File: src/rtl/arith_seq_unit.sv
// Sequential add/sub/mul/div engine behind a valid/ready command port.
// Define ARITH_SEQ_REM_EN to add the remainder output port `rem`.
module arith_seq_unit #(
    parameter int WIDTH = 32,
    parameter int CNT_W = 6
) (
    input  logic             clk,
    input  logic             rst_n,
    input  logic             in_valid,
    output logic             in_ready,
    input  logic [WIDTH-1:0] a,
    input  logic [WIDTH-1:0] b,
    input  logic [2:0]       opcode,
    output logic             out_valid,
    input  logic             out_ready,
    output logic [WIDTH-1:0] outau,
    output logic             err,
`ifdef ARITH_SEQ_REM_EN
    output logic [WIDTH-1:0] rem,
`endif
    output logic             busy
);

    typedef enum logic [1:0] {IDLE, MUL, DIV, DONE} state_t;

    localparam logic [2:0] OP_ADD = 3'b000;
    localparam logic [2:0] OP_MUL = 3'b001;
    localparam logic [2:0] OP_SUB = 3'b010;
    localparam logic [2:0] OP_DIV = 3'b011;

    state_t           state;
    logic [CNT_W-1:0] cnt;
    logic [WIDTH-1:0] opa;   // multiplicand (MUL) / dividend shifting into quotient (DIV)
    logic [WIDTH-1:0] opb;   // multiplier (MUL) / divisor (DIV)
    logic [WIDTH-1:0] acc;   // product (MUL) / partial remainder (DIV)

    logic             last;
    logic [WIDTH-1:0] mul_sum;
    logic [WIDTH:0]   r_sh;
    logic [WIDTH:0]   r_sub;
    logic             ge;
    logic [WIDTH-1:0] q_next;
    logic [WIDTH-1:0] r_next;

    // Partial remainder stays below the divisor, so bit WIDTH of r_sub is the borrow.
    always_comb begin
        last    = (cnt == CNT_W'(WIDTH - 1));
        mul_sum = acc + (opb[0] ? opa : '0);
        r_sh    = {acc, opa[WIDTH-1]};
        r_sub   = r_sh - {1'b0, opb};
        ge      = ~r_sub[WIDTH];
        q_next  = {opa[WIDTH-2:0], ge};
        r_next  = ge ? r_sub[WIDTH-1:0] : r_sh[WIDTH-1:0];
    end

    always_ff @(posedge clk or negedge rst_n) begin
        if (!rst_n) begin
            state     <= IDLE;
            cnt       <= '0;
            opa       <= '0;
            opb       <= '0;
            acc       <= '0;
            in_ready  <= 1'b1;
            out_valid <= 1'b0;
            outau     <= '0;
            err       <= 1'b0;
            busy      <= 1'b0;
`ifdef ARITH_SEQ_REM_EN
            rem       <= '0;
`endif
        end else begin
            case (state)
                IDLE: begin
                    if (in_valid) begin
                        in_ready <= 1'b0;
                        busy     <= 1'b1;
                        cnt      <= '0;
                        opa      <= a;
                        opb      <= b;
                        acc      <= '0;
                        err      <= 1'b0;
`ifdef ARITH_SEQ_REM_EN
                        rem      <= '0;
`endif
                        case (opcode)
                            OP_ADD: begin
                                outau     <= a + b;
                                state     <= DONE;
                                out_valid <= 1'b1;
                            end
                            OP_SUB: begin
                                outau     <= a - b;
                                state     <= DONE;
                                out_valid <= 1'b1;
                            end
                            OP_MUL: state <= MUL;
                            OP_DIV: begin
                                if (b == '0) begin
                                    outau     <= '1;
                                    err       <= 1'b1;
`ifdef ARITH_SEQ_REM_EN
                                    rem       <= a;
`endif
                                    state     <= DONE;
                                    out_valid <= 1'b1;
                                end else begin
                                    state <= DIV;
                                end
                            end
                            default: begin
                                outau     <= '0;
                                err       <= 1'b1;
                                state     <= DONE;
                                out_valid <= 1'b1;
                            end
                        endcase
                    end
                end
                MUL: begin
                    acc <= mul_sum;
                    opa <= opa << 1;
                    opb <= opb >> 1;
                    cnt <= cnt + 1'b1;
                    if (last) begin
                        outau     <= mul_sum;
                        err       <= 1'b0;
                        state     <= DONE;
                        out_valid <= 1'b1;
                    end
                end
                DIV: begin
                    acc <= r_next;
                    opa <= q_next;
                    cnt <= cnt + 1'b1;
                    if (last) begin
                        outau     <= q_next;
                        err       <= 1'b0;
`ifdef ARITH_SEQ_REM_EN
                        rem       <= r_next;
`endif
                        state     <= DONE;
                        out_valid <= 1'b1;
                    end
                end
                DONE: begin
                    if (out_ready) begin
                        state     <= IDLE;
                        out_valid <= 1'b0;
                        in_ready  <= 1'b1;
                        busy      <= 1'b0;
                    end
                end
                default: state <= IDLE;
            endcase
        end
    end

endmodule

File: config.mk
export PLATFORM = sky130hd
export DESIGN_NAME = arith_seq_unit
export DESIGN_NICKNAME = d
export VERILOG_FILES = /design/src/rtl/arith_seq_unit.sv
export SDC_FILE = /design/constraint.sdc
export NUM_CORES = 1
export LEC_CHECK = 0
export BUFFER_PORTS_ARGS = -buffer_cell sky130_fd_sc_hd__clkbuf_2
export CAP_MARGIN = 15
export CORE_MARGIN = 2
export CORE_UTILIZATION = 30
export CTS_CLUSTER_DIAMETER = 200
export DETAILED_ROUTE_END_ITERATION = 16
export GPL_TIMING_DRIVEN = 1
export PLACE_DENSITY = 0.53
export SLEW_MARGIN = 40
export SYNTH_ARGS = -nofsm -noshare
export SYNTH_HDL_FRONTEND = slang
export SYNTH_SLANG_ARGS = --single-unit
export TNS_END_PERCENT = 5
File: constraint.sdc
create_clock -name clk -period 4.65 [get_ports clk]
set_clock_uncertainty 0.05 [all_clocks]
set_input_delay 0 -clock clk [delete_from_list [all_inputs] [get_ports clk]]
set_output_delay 0 -clock clk [all_outputs]
set_load 0.02 [all_outputs]
==> results of run 1 <==
==> repair_timing <==
| action | in CTS | in global routing |
|---|---|---|
| hold buffers | 70 | 0 |
| buffers inserted | 0 | 1 |
| setup endpoints to repair | 0 | 3 |
| endpoints found under the hold margin | 119 | 0 |
| resized for setup | 0 | 6 |
==> worst reg2reg max path, cell delays in order (launching register included) <==
cell and delay (ps):
dfrtp_1 360, buf_4 300, and2_1 180, ha_1 230, fa_1 270, a211oi_1 120, o21bai_1 340, o2111ai_1 220
a211o_1 360, and2_1 190, o31a_1 350, o21ai_0 360, mux2_2 400, a32oi_1 180
==> area by class of cell <==
cell class                      instances  area [µm²]  share of cell area
Multi-Input combinational cell       1383        9084              0.5806
Sequential cell                       140        3505              0.2240
Timing Repair Buffer                  205        1466             0.09373
Tap cell                              585       732.0             0.04679
Clock buffer                           18       429.2             0.02743
Inverter                               63       236.5             0.01512
Clock inverter                         14       192.7             0.01232
==> cells by family (layout without fill, tap and decap cells) <==
logic type                 count (synthesis)  after routing  synth area share
AOI/OAI and AO/OA                        602            602            0.2865
xor gates and xnor gates                 105            105           0.07032
adders and majority gates                105            105            0.1022
buffers and inverters                    149            300           0.04420
DFF                                      140            140            0.2680
muxes                                     56             56           0.04439
and+or+nand+nor                          515            515            0.1844
==> report_power, final <==
group          total, mW  leakage (nW)  internal, mW  switching [mW]
Sequential          2.43          1.76          1.81           0.623
Clock               1.49         0.297         0.899           0.595
Combinational       7.96          4.89          2.97            4.99
Total               11.9          6.94          5.69            6.20
==> cells in the final DEF (no fill, tap or decap), types with 8 or more instances in the layout <==
| cell type | netlist | layout |
|---|---|---|
| a21o_1 | 49 | 49 |
| clkbuf_16 | 0 | 17 |
| o31ai_1 | 14 | 14 |
| a21oi_1 | 164 | 163 |
| dlygate4sd3_1 | 0 | 70 |
| o41ai_1 | 8 | 8 |
| nor2_1 | 114 | 111 |
| xnor2_1 | 63 | 63 |
| o21ai_0 | 178 | 176 |
| and2_1 | 43 | 43 |
| inv_1 | 63 | 63 |
| nand2b_1 | 20 | 19 |
| and3_1 | 9 | 9 |
| nand2_1 | 208 | 208 |
| o211ai_1 | 22 | 22 |
| nor3_1 | 26 | 26 |
| buf_4 | 0 | 27 |
| nand3_1 | 34 | 34 |
| mux2_2 | 16 | 16 |
| dfrtp_1 | 139 | 139 |
| a221oi_1 | 11 | 11 |
| clkbuf_2 | 0 | 105 |
| a211oi_1 | 19 | 19 |
| ha_1 | 102 | 99 |
| o21a_1 | 14 | 14 |
| o21bai_1 | 10 | 10 |
| mux2i_1 | 40 | 39 |
| nand4_1 | 12 | 12 |
| xor2_1 | 42 | 41 |
| a31oi_1 | 32 | 31 |
| a311oi_1 | 18 | 18 |
==> worst paths after layout <==
| kind | from | to | slack (ps) |
|---|---|---|---|
| max in group asynchronous | rst_n | opa[27] | 3410 |
| max | b[0] | outau[30] | 260 |
| max reg2reg | opb[0] | outau[30] | 660 |
| min in group asynchronous | rst_n | outau[3] | 40 |
| min | a[1] | opa[1] | 30 |
| min reg2reg | outau[4] | outau[4] | 430 |
==> metrics by stage <==
stage	setup WS [ps]	std cells	power, mW	hold WS (ps)	utilization
final	262.4	2408	11.89	32.66	0.3632
after global routing	45.66	2408	12.84	80.94	0.3632
after CTS	124.7	2407	11.82	17.75	0.3627
after detailed placement	207.0	2305	10.21	-28.40	0.3320
after global placement	240.2	2304	10.14	-29.19	0.3314
after floorplan	824.2	1672	7.812	-345.6	-
==> registers in the layout, summed over array words and instances (netlist names) <==
register / count
in_ready: 1
opa: 32
acc: 32
state: 2
opb: 32
busy: 1
cnt: 6
outau: 32
err: 1
out_valid: 1
==> layer usage <==
layer | global-route usage | wire length [µm]
met5 | 0 | 0
met4 | 0.07451 | 1289
met3 | 0.03103 | 2835
met2 | 0.3306 | 21150
met1 | 0.3062 | 22890
==> Yosys cell counts, types with 42 or more instances <==
library cell / n / area, µm²
a21oi_1: 164 / 820.8
dfrtp_1: 139 / 3478
nand2_1: 208 / 780.8
o21ai_0: 178 / 890.9
clkbuf_1: 76 / 285.3
and2_1: 43 / 269.0
inv_1: 63 / 236.5
ha_1: 102 / 1276
nor2_1: 114 / 427.9
a21o_1: 49 / 367.9
xnor2_1: 63 / 551.8
xor2_1: 42 / 367.9
==> results.tsv, run 1 <==
stage	metric	value	unit
outcome	outcome	complete, no violations	
routing	avgViaCountPerCell	5.536	
floorplanning	ios	107	
job	max_cap_violations	0	
sta	hold_violations	0	
synth	ys_seq_elements	140	
critical_path	slowest_stage	or4b_4	
sta	fin_setup_tns	0	ps
critical_path	crit_path_max_fanout	5	
floorplanning	initial_core_util	0.3036	
layout	n_fill_cell	4490	
routing	antenna_left	0	
placement	dp.final_hpwl	36900	µm
cts	cts.sinks	140	
routing	routedWlPerCell	20.00	µm
critical_path	path_delay_family	simple AND/OR/NAND/NOR gates	
floorplanning	die-area	0.04528	mm²
placement	placed_cell_area	0.01430	mm²
routing	drc	0	
sta	fmax	227.9	MHz
worst_hold_path	hp-class	in2reg	
synth	avgSynthCellArea	7.821	µm²
critical_path	rr_worst_depth	13	
synth	synth_cells	1672	
cts	clockBufferDepth	2	
sta	slew_viol_final	0	
critical_path	crit_type	in2reg	
cts	cts_htree_levels	4	
layout	area_growth	19.63	%
cts	cts_tree	done	
sta	slew_headroom	0.4623	
synth	yosys_warnings	0	
critical_path	required	4890	ps
global_route	globalRouteTotalUtil	0.2149	
synth	async_reset_ff_frac	1.000	
layout	num_antenna_cells	0	
global_route	grt_max_degree	65	
layout	post-route-cell-area	0.01565	mm²
synth	synth_cell_types	71	
cts	cts-root-buf	clkbuf_16	
routing	vias	13330	
routing	drt_iter0_markers	1004	
critical_path	startpoint_type	input pin	
power_and_ir_drop	powerDensity	759.9	mW/mm²
synth	synth_flop_cell	dfrtp_1	
critical_path	cp.arrival	4630	ps
global_route	grt_antenna_before_repair	0	
global_route	first_global_vias	12950	
global_route	gr-total-overflow	0	
critical_path	path_depth	16	
power_and_ir_drop	ir_drop	337.8	µV
floorplanning	die_h	212.8	µm
sta	timing.final.crit_share	0.9436	
floorplanning	core_region_area	0.04308	mm²
cts	clk_transition_reported_paths	60	ps
routing	first_pass_iters	5	
placement	gp_congestion	0.8953	
critical_path	slowest_delay	600	ps
synth	synth-edff-count	0	
floorplanning	die_w	212.8	µm
synth	synth_fp_nets	1848	
layout	drive_above_1_share	0.1146	
sta	worst_pin_slew	806.5	ps
synth	ys_seq_area_frac	0.2680	
synth	syn_area	0.01308	mm²
worst_hold_path	holdPathStages	4	
sta	setup_viol	0	
cts	numCtsBuffers	17	
routing	totalWireLength	48160	µm
critical_path	path_cells	dlygate4sd3_1 -> clkbuf_2 -> inv_1 -> ha_1 -> or4b_4 -> or4b_4 -> o41ai_1 -> xor2_1 -> ha_1 -> and3_1 -> nand3_1 -> o211ai_1 -> nand2_1 -> o31ai_1 -> mux2i_1 -> a32oi_1	
floorplanning	placementRows	76	
placement	io_buffers	106	
global_route	grt_pass1_wl	74910	µm
sta	period_minus_slack	4388	ps
layout	final_nets	1986	
power_and_ir_drop	leakage	6.940	nW
critical_path	cp_num_buf_inv	3	
critical_path	cp-end-kind	flop	
cts	insertion_delay	460	ps
sta	rsz0062_at_grt	false	
(Power assumes the default switching activity.)
==> run 2: changes to the inputs <==
- ABC_AREA: unset -> 1
- BUFFER_PORTS_ARGS: -buffer_cell sky130_fd_sc_hd__clkbuf_2 -> unset
- CAP_MARGIN: 15 -> unset
- DONT_BUFFER_PORTS: unset -> 1
- PLACE_DENSITY: 0.53 -> 0.51
==> results.tsv, run 2 <==
stage	metric	value	unit	change
layout	layout.cells.most_common	nand2_1		
layout	drive_above_1_share	0.04509		-0.06955
placement	pre_cts_ws	1038	ps	+831.2 ps
synth	synth-adder-area-share	0.08730		-0.01488
synth	synth_simple_gate_area_frac	0.3870		+0.2027
sta	fmax	288.9	MHz	+27%
worst_hold_path	holdPathStages	6		+2
global_route	grt_max_degree	141		+120%
cts	cts_htree_levels	4		unchanged
layout	final_cell_mix	nand2_1 (898), inv_1 (425), nand3_1 (203)		
sta	fin_setup_tns	0	ps	unchanged
floorplanning	die_h	229.9	µm	+8.0%
power_and_ir_drop	powerDensity	722.3	mW/mm²	-4.9%
routing	avgViaCountPerCell	5.070		-8.4%
synth	synth_flop_cell	dfrtp_1		
routing	antenna_left	0		unchanged
critical_path	cp.arrival	3760	ps	-870 ps
global_route	gr-total-overflow	0		unchanged
floorplanning	ios	107		unchanged
placement	gp_congestion	1.001		+12%
layout	post-route-cell-area	0.01740	mm²	+11%
global_route	grt_pass1_wl	99170	µm	+32%
routing	first_pass_iters	5		unchanged
critical_path	rr_worst_depth	17		+4
synth	synth_cells	2580		+54%
cts	insertion_delay	460	ps	about the same
layout	area_growth	13.68	%	
critical_path	cp-end-kind	flop		
synth	synth_compound_area_frac	0.1425		-0.1441
synth	yosys_warnings	0		unchanged
synth	synth_most_common_cell	nand2_1		
routing	vias	16790		+26%
cts	cts-root-buf	clkbuf_16		
placement	placedCellCount	3203		+39%
critical_path	crit_type	reg2reg		
sta	worst_pin_slew	797.2	ps	-9.291 ps
synth	synth_cell_types	49		-31%
synth	synth.top_cell.area_share	0.2272		-0.03874
synth	yosys-top-cells-area	dfrtp_1 (23%), nand2_1 (22%), inv_1 (10%)		
sta	period_minus_slack	3461	ps	-926.1 ps
placement	placed_cell_area	0.01602	mm²	+12%
global_route	grt_antenna_before_repair	0		unchanged
cts	clk_transition_reported_paths	70	ps	about the same
floorplanning	core_region_area	0.05027	mm²	+17%
routing	drt_iter0_markers	1108		+10%
sta	setup_ws	1189	ps	+926.1 ps
synth	synth_fp_nets	2756		+49%
cts	numCtsBuffers	17		unchanged
placement	io_buffers	0		-100%
floorplanning	die_w	229.9	µm	+8.0%
power_and_ir_drop	ir_drop	415.1	µV	+23%
critical_path	crit_path_max_fanout	25		+20
critical_path	required	4940	ps	+50 ps
cts	cts.sinks	140		unchanged
routing	totalWireLength	64800	µm	+35%
floorplanning	die-area	0.05285	mm²	+17%
global_route	first_global_vias	16870		+30%
routing	routedWlPerCell	19.56	µm	-2.2%
synth	yosys.area.top_type	dfrtp_1		
sta	rsz0062_at_grt	false		
cts	cts_resized	0		unchanged
global_route	globalRouteTotalUtil	0.2455		+0.03064
sta	timing.final.crit_share	0.7444		-0.1992
sta	slew_headroom	0.4629		+0.0005780
synth	synth_top_family_by_area	simple AND/OR/NAND/NOR gates		
critical_path	startpoint_type	flop		
routing	drc	0		unchanged
floorplanning	placementRows	82		+7.9%
synth	synthXorXnorAreaFrac	0.02632		-0.04400
sta	hold_violations	0		unchanged
synth	synth-edff-count	0		unchanged
layout	finalNonFillerCells	3312		+38%
synth	ys_seq_elements	140		unchanged
synth	async_reset_ff_frac	1.000		unchanged
cts	cts_tree	done		
synth	synth.area.mux_share	0		-0.04439
worst_hold_path	hp-class	in2reg		
job	max_cap_violations	0		unchanged
synth	synthTopCellsByCount	nand2_1 (898), inv_1 (425), nand3_1 (203), nor2_1 (175), a21oi_1 (152)		
synth	ys_seq_area_frac	0.2290		-0.03903
synth	syn_area	0.01531	mm²	+17%
sta	slew_viol_final	0		unchanged
sta	setup_viol	0		unchanged
placement	dp.final_hpwl	52620	µm	+43%
power_and_ir_drop	leakage	9.422	nW	+36%
cts	clockBufferDepth	2		unchanged
outcome	outcome	complete, no violations		
floorplanning	initial_core_util	0.3045		+0.0008898
layout	final_nets	2802		+41%
synth	avgSynthCellArea	5.933	µm²	-24%
[run 2: layer usage]
layer  global-route usage  wire length [µm]
met1               0.3081             28040
met2               0.4305             31080
met3              0.02889              3363
met4              0.09032              2313
met5                    0                 0
[run 2: area by class of cell]
class | instances | area (µm²)
Sequential cell | 140 | 3505
Fill cell | 5716 | 32870
Antenna cell | 1 | 2.502
Tap cell | 672 | 840.8
Multi-Input combinational cell | 1936 | 9877
Clock inverter | 13 | 153.9
Timing Repair Buffer | 95 | 953.4
Clock buffer | 19 | 432.9
Inverter | 436 | 1637
[run 2: power by group]
group / internal, mW / switching [mW]
clock: 0.802 / 0.633
combinational: 2.68 / 6.02
sequential: 1.79 / 0.648
[run 2: kinds of logic after synthesis]
logic type | Yosys count
xor gates and xnor gates | 46
buffers and inverters | 504
and+or+nand+nor | 1408
DFF | 140
AOI/OAI and AO/OA | 377
adders and majority gates | 105
[run 2: through the flow]
stage               utilization  hold WS [ps]  power, mW
floorplan                     -        -345.6      8.541
global placement         0.3180        -342.4      10.87
detailed placement       0.3186        -342.5      11.00
CTS                      0.3453         3.354      12.59
global route             0.3461         55.64      13.82
finish                   0.3461         11.25      12.57
[run 2: repair_timing]
item | 4_1_cts | 5_1_grt
hold endpoints to repair | 216 | 11
buffers inserted | 0 | 0
hold buffers | 74 | 1
[run 2: final timing paths]
path                       startpoint        end  slack, ps
max                            opb[0]    acc[23]       1190
min                             a[10]  outau[10]         10
max reg2reg                    opb[0]    acc[23]       1190
min reg2reg                  in_ready   in_ready        490
max in group asynchronous       rst_n    acc[23]       3240
min in group asynchronous       rst_n     cnt[0]        510
[run 2: critical path, cell delays in order (launching register included)]
cell     delay (ps)
dfrtp_1         660
ha_1            250
inv_1           110
fa_1            460
nand3_1         110
nand3_2         130
nand2_1         110
nand2_2          80
nand2_1          80
nand2_2          80
nand2_4         110
nand3_4         310
nand2_8         380
nand2_1         100
nand3_1         120
nand2_1          60
nand2_1          50
nand2_1          50
